File: src/rtl/adder_ft_ctrl.sv
// adder_ft_ctrl
// -------------
// Sequencer and round-robin arbiter in front of the shared triple-modular-
// redundant adder (adder_ft). One requester is granted at a time; its
// operands are copied into three replica registers that drive the adder.
// The voted result is sampled one cycle later, then returned on a tagged
// response channel that holds until accepted.
//
// Optional feature macro: ADDER_FT_CTRL_RETRY_EN
//   defined   : on a voter disagreement the operation is re-executed, up to
//               MAX_RETRY times; rsp_err_o reports only a disagreement seen
//               on the last allowed attempt.
//   undefined : EXEC lasts exactly one cycle and rsp_err_o is the sampled
//               disagreement flag; MAX_RETRY has no effect.
//
// Ports
//   clk_i, rst_i            clock, asynchronous active-high reset
//   req_valid_i/req_ready_o per-requester handshake (ready is one-hot or 0)
//   req_a_i/req_b_i/req_cin_i  per-requester operands
//   add_a_o/add_b_o/add_cin_o  three registered operand replicas to adder
//   add_out_i/add_cout_i    voted sum and carry-out from adder
//   add_err_i               adder voter disagreement
//   rsp_valid_o/rsp_ready_i response handshake
//   rsp_id_o/rsp_sum_o/rsp_cout_o/rsp_err_o  response payload
//   err_cnt_o               saturating count of EXEC cycles with add_err_i
//
// Handshake semantics (both channels): a transfer happens in exactly the
// cycle where valid and ready are both high at the rising clock edge. A
// valid source does not need ready to assert valid; the payload of the
// response channel is held stable for as long as rsp_valid_o is high.
//
// FSM state is held in r_state (type state_t) for observation by checkers.

module adder_ft_ctrl #(
  parameter int BIT       = 8,
  parameter int NREQ      = 2,
  parameter int MAX_RETRY = 2
) (
  input  logic                          clk_i,
  input  logic                          rst_i,
  input  logic [NREQ-1:0]               req_valid_i,
  output logic [NREQ-1:0]               req_ready_o,
  input  logic [NREQ-1:0][BIT-1:0]      req_a_i,
  input  logic [NREQ-1:0][BIT-1:0]      req_b_i,
  input  logic [NREQ-1:0]               req_cin_i,
  output logic [2:0][BIT-1:0]           add_a_o,
  output logic [2:0][BIT-1:0]           add_b_o,
  output logic [2:0]                    add_cin_o,
  input  logic [BIT-1:0]                add_out_i,
  input  logic                          add_cout_i,
  input  logic                          add_err_i,
  output logic                          rsp_valid_o,
  input  logic                          rsp_ready_i,
  output logic [$clog2(NREQ)-1:0]       rsp_id_o,
  output logic [BIT-1:0]                rsp_sum_o,
  output logic                          rsp_cout_o,
  output logic                          rsp_err_o,
  output logic [7:0]                    err_cnt_o
);

  localparam int IW = $clog2(NREQ);

  // Parameter sanity checks at elaboration.
  if (NREQ < 2) begin : g_bad_nreq
    $error("adder_ft_ctrl: NREQ must be at least 2");
  end
  if (MAX_RETRY < 1) begin : g_bad_retry
    $error("adder_ft_ctrl: MAX_RETRY must be at least 1");
  end

  typedef enum logic [1:0] {
    ST_IDLE = 2'd0,
    ST_EXEC = 2'd1,
    ST_RESP = 2'd2
  } state_t;

  state_t              r_state;
  state_t              w_state_next;

  logic [IW-1:0]       r_last;
  logic [IW-1:0]       r_gnt;
  logic [2:0][BIT-1:0] r_add_a;
  logic [2:0][BIT-1:0] r_add_b;
  logic [2:0]          r_add_cin;
  logic [BIT-1:0]      r_rsp_sum;
  logic                r_rsp_cout;
  logic                r_rsp_err;
  logic [7:0]          r_err_cnt;

  logic [IW-1:0]       w_scan;
  logic [IW-1:0]       w_gnt_idx;
  logic                w_gnt_vld;
  logic                w_accept;
  logic                w_retry_ok;
  logic                w_do_retry;

  // Round-robin search: start one past the last served requester and walk
  // upward with wrap. The explicit wrap keeps this correct when NREQ is not
  // a power of two.
  always_comb begin
    w_gnt_vld = 1'b0;
    w_gnt_idx = '0;
    w_scan    = r_last;
    for (int k = 0; k < NREQ; k++) begin
      if (w_scan == IW'(NREQ - 1)) w_scan = '0;
      else                         w_scan = w_scan + IW'(1);
      if (!w_gnt_vld && req_valid_i[w_scan]) begin
        w_gnt_vld = 1'b1;
        w_gnt_idx = w_scan;
      end
    end
  end

`ifdef ADDER_FT_CTRL_RETRY_EN
  localparam int RW = $clog2(MAX_RETRY + 1);

  logic [RW-1:0] r_retry;

  assign w_retry_ok = (r_retry < RW'(MAX_RETRY));

  always_ff @(posedge clk_i or posedge rst_i) begin
    if (rst_i) begin
      r_retry <= '0;
    end else if (w_accept) begin
      r_retry <= '0;
    end else if (w_do_retry) begin
      r_retry <= r_retry + RW'(1);
    end
  end
`else
  assign w_retry_ok = 1'b0;
`endif

  assign w_do_retry = (r_state == ST_EXEC) && add_err_i && w_retry_ok;

  // Next-state logic.
  always_comb begin
    w_state_next = r_state;
    w_accept     = 1'b0;
    case (r_state)
      ST_IDLE: begin
        if (w_gnt_vld) begin
          w_accept     = 1'b1;
          w_state_next = ST_EXEC;
        end
      end
      ST_EXEC: begin
        if (!w_do_retry) w_state_next = ST_RESP;
      end
      ST_RESP: begin
        if (rsp_ready_i) w_state_next = ST_IDLE;
      end
      default: w_state_next = ST_IDLE;
    endcase
  end

  // Grant is combinational in IDLE; held low while reset is asserted so the
  // reset value of req_ready_o is zero regardless of request inputs.
  always_comb begin
    req_ready_o = '0;
    if (!rst_i && (r_state == ST_IDLE) && w_gnt_vld) begin
      req_ready_o[w_gnt_idx] = 1'b1;
    end
  end

  always_ff @(posedge clk_i or posedge rst_i) begin
    if (rst_i) begin
      r_state    <= ST_IDLE;
      r_last     <= IW'(NREQ - 1);
      r_gnt      <= '0;
      r_add_a    <= '0;
      r_add_b    <= '0;
      r_add_cin  <= '0;
      r_rsp_sum  <= '0;
      r_rsp_cout <= 1'b0;
      r_rsp_err  <= 1'b0;
      r_err_cnt  <= '0;
    end else begin
      r_state <= w_state_next;

      if (w_accept) begin
        r_add_a   <= {3{req_a_i[w_gnt_idx]}};
        r_add_b   <= {3{req_b_i[w_gnt_idx]}};
        r_add_cin <= {3{req_cin_i[w_gnt_idx]}};
        r_gnt     <= w_gnt_idx;
      end

      if ((r_state == ST_EXEC) && add_err_i && (r_err_cnt != 8'hFF)) begin
        r_err_cnt <= r_err_cnt + 8'd1;
      end

      // Final attempt of this transaction: latch the voted result.
      if ((r_state == ST_EXEC) && !w_do_retry) begin
        r_rsp_sum  <= add_out_i;
        r_rsp_cout <= add_cout_i;
        r_rsp_err  <= add_err_i;
      end

      if ((r_state == ST_RESP) && rsp_ready_i) begin
        r_last <= r_gnt;
      end
    end
  end

  assign add_a_o     = r_add_a;
  assign add_b_o     = r_add_b;
  assign add_cin_o   = r_add_cin;
  assign rsp_valid_o = (r_state == ST_RESP);
  assign rsp_id_o    = r_gnt;
  assign rsp_sum_o   = r_rsp_sum;
  assign rsp_cout_o  = r_rsp_cout;
  assign rsp_err_o   = r_rsp_err;
  assign err_cnt_o   = r_err_cnt;

endmodule

File: config.mk
export PLATFORM = sky130hd
export DESIGN_NAME = adder_ft_ctrl
export DESIGN_NICKNAME = d
export VERILOG_FILES = /design/src/rtl/adder_ft_ctrl.sv
export SDC_FILE = /design/constraint.sdc
export NUM_CORES = 1
export LEC_CHECK = 0
export CAP_MARGIN = 10
export CORE_ASPECT_RATIO = 1.75
export CORE_MARGIN = 2
export CORE_UTILIZATION = 38
export CTS_BUF_LIST = sky130_fd_sc_hd__clkbuf_4 sky130_fd_sc_hd__clkbuf_8
export CTS_CLUSTER_SIZE = 20
export DETAILED_ROUTE_END_ITERATION = 8
export PLACE_DENSITY_LB_ADDON = 0.15
export SLEW_MARGIN = 25
export SYNTH_ARGS = -nofsm -noshare
export SYNTH_HDL_FRONTEND = slang
export SYNTH_SLANG_ARGS = --single-unit
File: constraint.sdc
create_clock -name clk_i -period 2.4 [get_ports clk_i]
set_clock_uncertainty 0.05 [all_clocks]
set_input_delay 0.6 -clock clk_i [delete_from_list [all_inputs] [get_ports clk_i]]
set_output_delay 0.6 -clock clk_i [all_outputs]
set_load 0.05 [all_outputs]
# After elaboration in Yosys (flattened, before gate mapping)
# Cells that the tools add are included.
[totals]
register_bits = 39
inputBits = 49
output_inout_bits = 73
elab_cells = 57
[op_classes]
addsub = 3
order_cmp = 4
n_eq_ne = 5
muxes = 24
reduce_logical = 11
[op_table]
columns = ["operator", "n"]
rows = [
  ["8-bit two-way mux", 4],
  ["1-bit two-way mux", 15],
  ["8-bit by 1-bit adder with 8-bit output, second input constant", 1],
  ["8-bit != test, second input constant", 1],
  ["1-bit logical AND", 7],
  ["1-bit by 2-bit less-than comparator with 1-bit output, second input constant", 3],
  ["2-bit two-way mux", 3],
  ["2-bit case mux with 3 select lines", 1],
  ["1-bit adder, second input constant", 2],
  ["2-bit by 1-bit equality test with 1-bit output, second input constant", 1],
  ["2-bit equality test, second input constant", 1],
  ["1-bit zero test", 2],
  ["2-bit zero test", 1],
  ["2-bit by 1-bit != test with 1-bit output, second input constant", 1],
  ["2-bit != test, second input constant", 1],
  ["2-bit AND reduction", 1],
  ["1-bit demux with 1-bit select", 1],
  ["1-bit greater-or-equal comparator, second input constant", 1],
]

# Depth between registers and ports, before layout
# Gate-level depths: netlist of run 1.
[depth]
depth_word = 13
mapped_depth = 5
ltp_nobuf = 5

# Least setup slack after synthesis of run 1
# No wires, ideal clock.
[synth_path]
path_kind = "input to output"
start = "input port rst_i"
end = "output port req_ready_o[1]"
t_arrival_ps = 2035
required_time_ps = 1750
slack_ps = -285
path_stages = 2
path_buffers = 0
cell_sequence = "inv_1 and3_1"
[synth_via]
elab_chain_cells = 4
[synth_lines]
columns = ["item", "line_no", "source"]
rows = [
  ["start: declaration", "40", "input logic rst_i,"],
  ["1-bit zero test (no line)", "n/a", ""],
  ["1-bit logical AND (2 in series)", "161", "if (!rst_i && (r_state == ST_IDLE) && w_gnt_vld) begin"],
  ["2-bit two-way mux", "161", ""],
  ["end: declaration", "42", "output logic [NREQ-1:0] req_ready_o,"],
]
# Every way passes these cells.

# Worst setup path in the final report of run 1
[layout_path]
start = "input port req_valid_i[1]"
end = "output port req_ready_o[1]"
[layout_via]
elab_chain_cells = 11
elab_cells_between_ends = 17
cone_classes = "order compare (2); mux (11); reduce/logical (4)"
[layout_lines]
columns = ["item", "line_no", "source"]
rows = [
  ["start: declaration", "41", "input logic [NREQ-1:0] req_valid_i,"],
  ["1-bit two-way mux (not written as such) (2 in series)", "107", "if (!w_gnt_vld && req_valid_i[w_scan]) begin"],
  ["1-bit two-way mux", "107", ""],
  ["1-bit zero test", "107", ""],
  ["1-bit logical AND", "107", ""],
  ["1-bit two-way mux", "107", ""],
  ["1-bit by 2-bit less-than comparator with 1-bit output (not written as such) or 1-bit greater-or-equal comparator (tied branches)", "162", "req_ready_o[w_gnt_idx] = 1'b1;"],
  ["1-bit logical AND (not written as such)", "162", ""],
  ["1-bit two-way mux (not written as such)", "162", ""],
  ["1-bit demux with 1-bit select", "162", ""],
  ["2-bit two-way mux (*)", "161", ""],
]
# Mark *: on every way between the ends. The rest lies on a longest branch, timed or not. The select of a mux whose other input is x is not followed.

==> flow_metrics.tcl, run 1 <==
set metrics [dict create \
    syn_area_per_cell_sq_um 10.9 \
    dp_hpwl_um 3560 \
    nFillCells 418 \
    cp_cell_sequence "clkdlybuf4s50_1 -> a21boi_4 -> and3_1 -> buf_6" \
    cts_made_buffers 5 \
    synth_commonest_cells "dfrtp_1 (38), buf_4 (36), nand2_1 (20)" \
    drive_gt1_share_pct 12.5 \
    dieArea_sq_mm 0.00577 \
    grt_pass1_wl_um 7370 \
    core_sq_mm 0.00498 \
    status "finished, final reports clean" \
    antennaDiodeCount 0 \
    clock.fmax_mhz 427 \
    drv_slew 0 \
    fin_cells 327 \
    critical_path_arrival_ps 1690 \
    clkTransAtPathRegs_ps 70 \
    wl_um 4560 \
    cpLargestDelayFamily "buffers and inverters" \
    drc 0 \
    cts_root_buffer "clkbuf_8" \
    place_inst 319 \
    pre_cts_slack_ps 37.3 \
    crit_required_ps 1750 \
    worstSetupPathType "in2out" \
    yosys-top-cells-area "dfrtp_1 (49%), buf_4 (14%), mux2i_1 (8.7%), mux2_2 (6.3%), o21ai_0 (4.1%)" \
    netlist.area_leader.share_pct 48.5 \
    wl_per_cell_um 13.9 \
    io_buffers 121 \
    grt_pass1_vias 1550 \
    critPathBufInv 2 \
    htreeDepth 2 \
    synth-edff-count 0 \
    async_flop_share_pct 100 \
    critPathMaxFanout 4 \
    avgViaCountPerCell 4.71 \
    holdPathStages 1 \
    hold_viol 0 \
    grt_max_degree 40 \
    cp-start-kind "primary input" \
    clk_latency_ps 280 \
    worst_setup_path_end_kind "output pin" \
    period_needed_ps 2340 \
    tightest_slew_ps 513 \
    grtUsageTotal_pct 16.3 \
    slew_headroom_pct 65.7 \
    syn_inst 180 \
    num_vias 1539 \
    die_w_um 58.3 \
    drt_first_pass_iters 3 \
    post_cts_buffers 0 \
    yosysMostFrequentCell "dfrtp_1" \
    synth.cell_area_sq_mm 0.00196 \
    r2r_cells 4 \
    area_delta_synth_final_pct 58.4 \
    die_h_um 99.0 \
    place_congestion 0.711 \
    yosys.area.top_type "dfrtp_1" \
    antenna_found_initial 0 \
    cp.depth 4 \
    ys_types 29 \
    io_pins 122 \
    drt_iter0_markers 28 \
    setup_viol 0 \
    seq_area_frac_synth_pct 49.9 \
    fin_crit_sh_pct 97.6 \
    hold_path_class "reg2reg" \
    fin_ws_ps 58.0 \
    overflow 0 \
    maxCapViolCount 0 \
    slowest_stage "clkdlybuf4s50_1" \
    initial_core_util_pct 39.4 \
    slowest_delay_ps 500 \
    synth-main-ff-cell "dfrtp_1" \
    clk_path_buf_depth 2 \
    ant_nets 0 \
    nNetsFinal 322 \
    clkSinkCount 39 \
    synth_warnings 0 \
    cts_tree "yes" \
    rsz0062_at_grt "no" \
    fin_setup_tns_ps 0 \
    synth_fp_nets 230 \
    placementRows 34 \
    synth-seq-cells 39 \
]
## cells in the final DEF, fill, tap and decap left out, types with 3 or more instances in the layout
master and count:
nand2_1 20, mux2_2 11, nand3_1 3, o21ai_0 16, mux2i_1 17, xor2_1 5, clkdlybuf4s50_1 117, dfrtp_1 38
buf_4 6, nor2_1 4, clkbuf_8 7
## cell type report
cell class / instances / area (sq um) / share of cell area (%)
inverters: 3 / 15.0 / 0.484
repair buffers: 125 / 1240 / 39.9
multi-input cells: 98 / 701 / 22.6
clock buffers: 8 / 104 / 3.35
flip-flops and latches: 39 / 977 / 31.5
well taps: 54 / 67.6 / 2.18
## flip-flops by register name, summed over array words and instances, names as in the netlist
name,cells
r_last,1
add_cin_o,1
add_a_o,8
r_state,2
rsp_err_o,1
rsp_cout_o,1
rsp_sum_o,8
err_cnt_o,8
rsp_id_o,1
add_b_o,8
## final timing paths
check	from	to	slack, ps
max reg2reg	err_cnt_o[0]	err_cnt_o[1]	820
max	req_valid_i[1]	req_ready_o[1]	60
min in group asynchronous	rst_i	rsp_sum_o[6]	830
min	rsp_err_o	rsp_err_o	440
min reg2reg	rsp_err_o	rsp_err_o	440
max in group asynchronous	rst_i	r_last	1120
## worst register-to-register path: stages (launching register included)
cell	delay [ps]
dfrtp_1	420
ha_1	210
nand3_1	130
o21ai_2	290
mux2_2	360
## metal layers
metal,vias to the layer above,global-route usage [%],wire [um]
li1,754,-,-
met1,710,18.2,1690
met2,69,29.2,2460
met3,6,4.20,340
met4,0,5.37,63
met5,-,0,0
## stage by stage
stage	util [%]	hold slack [ps]	instance area [sq um]
3_3_place_gp	60.0	418	2990
4_1_cts	62.1	455	3090
2_1_floorplan	-	510	1970
5_1_grt	62.4	469	3100
3_5_place_dp	60.0	432	2990
6_report	62.4	443	3100
## logic make-up after synthesis
logic type	synth area share [%]
buf+inv	15.2
simple gates	9.39
xor+xnor	2.68
mux	15.0
compound gates	7.22
fa+ha+maj	0.638
flops	49.9
## timing repair
item                                    4_1_cts  5_1_grt
hold buffers                                  0        0
endpoints found under the setup margin        0        1
resized for setup                             0        3
Power of run 1 is not shown: default switching activity piles up to over one toggle a cycle in this logic, so the estimate is an artifact.
==> run 2: changes to the inputs <==
--- a/config.mk
+++ b/config.mk
@@ -5,7 +5,6 @@
 export SDC_FILE = /design/constraint.sdc
 export NUM_CORES = 1
 export LEC_CHECK = 0
-export CAP_MARGIN = 10
 export CORE_ASPECT_RATIO = 1.75
 export CORE_MARGIN = 2
 export CORE_UTILIZATION = 38
==> results of run 2 <==
No change in the layout: final DEF, timing and power equal those of run 1.
Power of run 2 is left out for the same reason.
==> edit (settings of run 1) <==
Set the parameter `BIT` to 9 (it was 8).
--- a/src/rtl/adder_ft_ctrl.sv
+++ b/src/rtl/adder_ft_ctrl.sv
@@ -32,7 +32,7 @@
 // FSM state is held in r_state (type state_t) for observation by checkers.
 
 module adder_ft_ctrl #(
-  parameter int BIT       = 8,
+  parameter int BIT       = 9,
   parameter int NREQ      = 2,
   parameter int MAX_RETRY = 2
 ) (
Interface: changed (6 resized); port bits go from 122 to 134. The function was not compared with the original's and may differ.
==> edit against run 1 <==
Routed wire length increased by 15%; first-iteration DRC count increased by 120%; final area increased by 16%; via count increased by 12%; sequential cell count increased by 3; setup slack got worse by 0.0054 ns; sequential share of layout area decreased by 2.2 points; area after synthesis increased by 18%; maximum frequency decreased by 0.23%; hold slack about the same; utilization decreased by 1.1 points; critical endpoint is now req_ready_o[0]; highest routed layer unchanged.
Power is not shown: default switching activity piles up to over one toggle a cycle in this logic, so the estimate is an artifact.
==> edit: results <==
[place]
place_ws_ns = -0.00337
gp_congestion = 0.802
dpl.hpwl_um = 3920
dpl_cell_area_um2 = 3470
numPortBuffers = 133
place_inst = 354

[global_route]
grt_first_pass_wirelength_um = 8170
grt_max_degree = 43
grt_usage = 0.152

[timing]
worst_slew_pin_slew_ns = 0.546
hold_ws_ns = 0.443

[synthesis]
yosys-mux-area-fraction = 0.281
seq_area_frac_synth = 0.455
synthDistinctLibCells = 33
synth_fa_ha_area_frac = 0.00541
synth_nets = 236
synthXorXnorAreaFrac = 0.00758
ys_top_cells_by_area = dfrtp_1, mux2_2, buf_4
synth-compound-area-share = 0.0411
synthTopCellsByCount = dfrtp_1, buf_4, mux2_2, mux2_4, nand2_1
avgSynthCellArea_um2 = 12.8

[route]
via_count = 1729
dr.pass1.iters = 4
drtIter0Drc = 61
wire_per_inst_um = 14.4

[finish]
layout-drive-gt1-share = 0.259
fill_cells = 510
final_nets = 340

[hold_path]
holdPathStages = 2

[run_status]
outcome = complete, no violations

[critical_path]
ff2ff_setup_slack_ns = 0.75
r2r_cells = 5
crit-reg2reg-launch = r_last
==> edit: changes by cell type after synthesis, sizes merged, moves of 2 or more <==
cell / run 1 / this run
xor2: 5 / 0
nor3: 2 / 4
o21ai: 20 / 4
a21oi: 2 / 4
clkbuf: 3 / 0
dfrtp: 38 / 41
nor2: 4 / 1
buf: 37 / 43
nand2: 20 / 6
mux2i: 17 / 0
mux2: 11 / 52
==> edit: area by class of cell <==
| class | instances | area (µm²) | area share |
|---|---|---|---|
| clock inverter | 2 | 37.5 | 0.0104 |
| sequential | 42 | 1050 | 0.292 |
| inverter | 4 | 18.8 | 0.00521 |
| multi-input combinational | 92 | 926 | 0.257 |
| timing repair buffer | 140 | 1390 | 0.387 |
| clock buffer | 6 | 76.3 | 0.0212 |
| tap | 78 | 97.6 | 0.0271 |
==> edit: layer usage <==
metal,GRT usage,routed length [µm],vias to the layer above
li1,-,-,799
met1,0.166,1930,841
met3,0.0294,380,5
met2,0.288,2860,84
met5,0,0,-
met4,0.0524,63,0
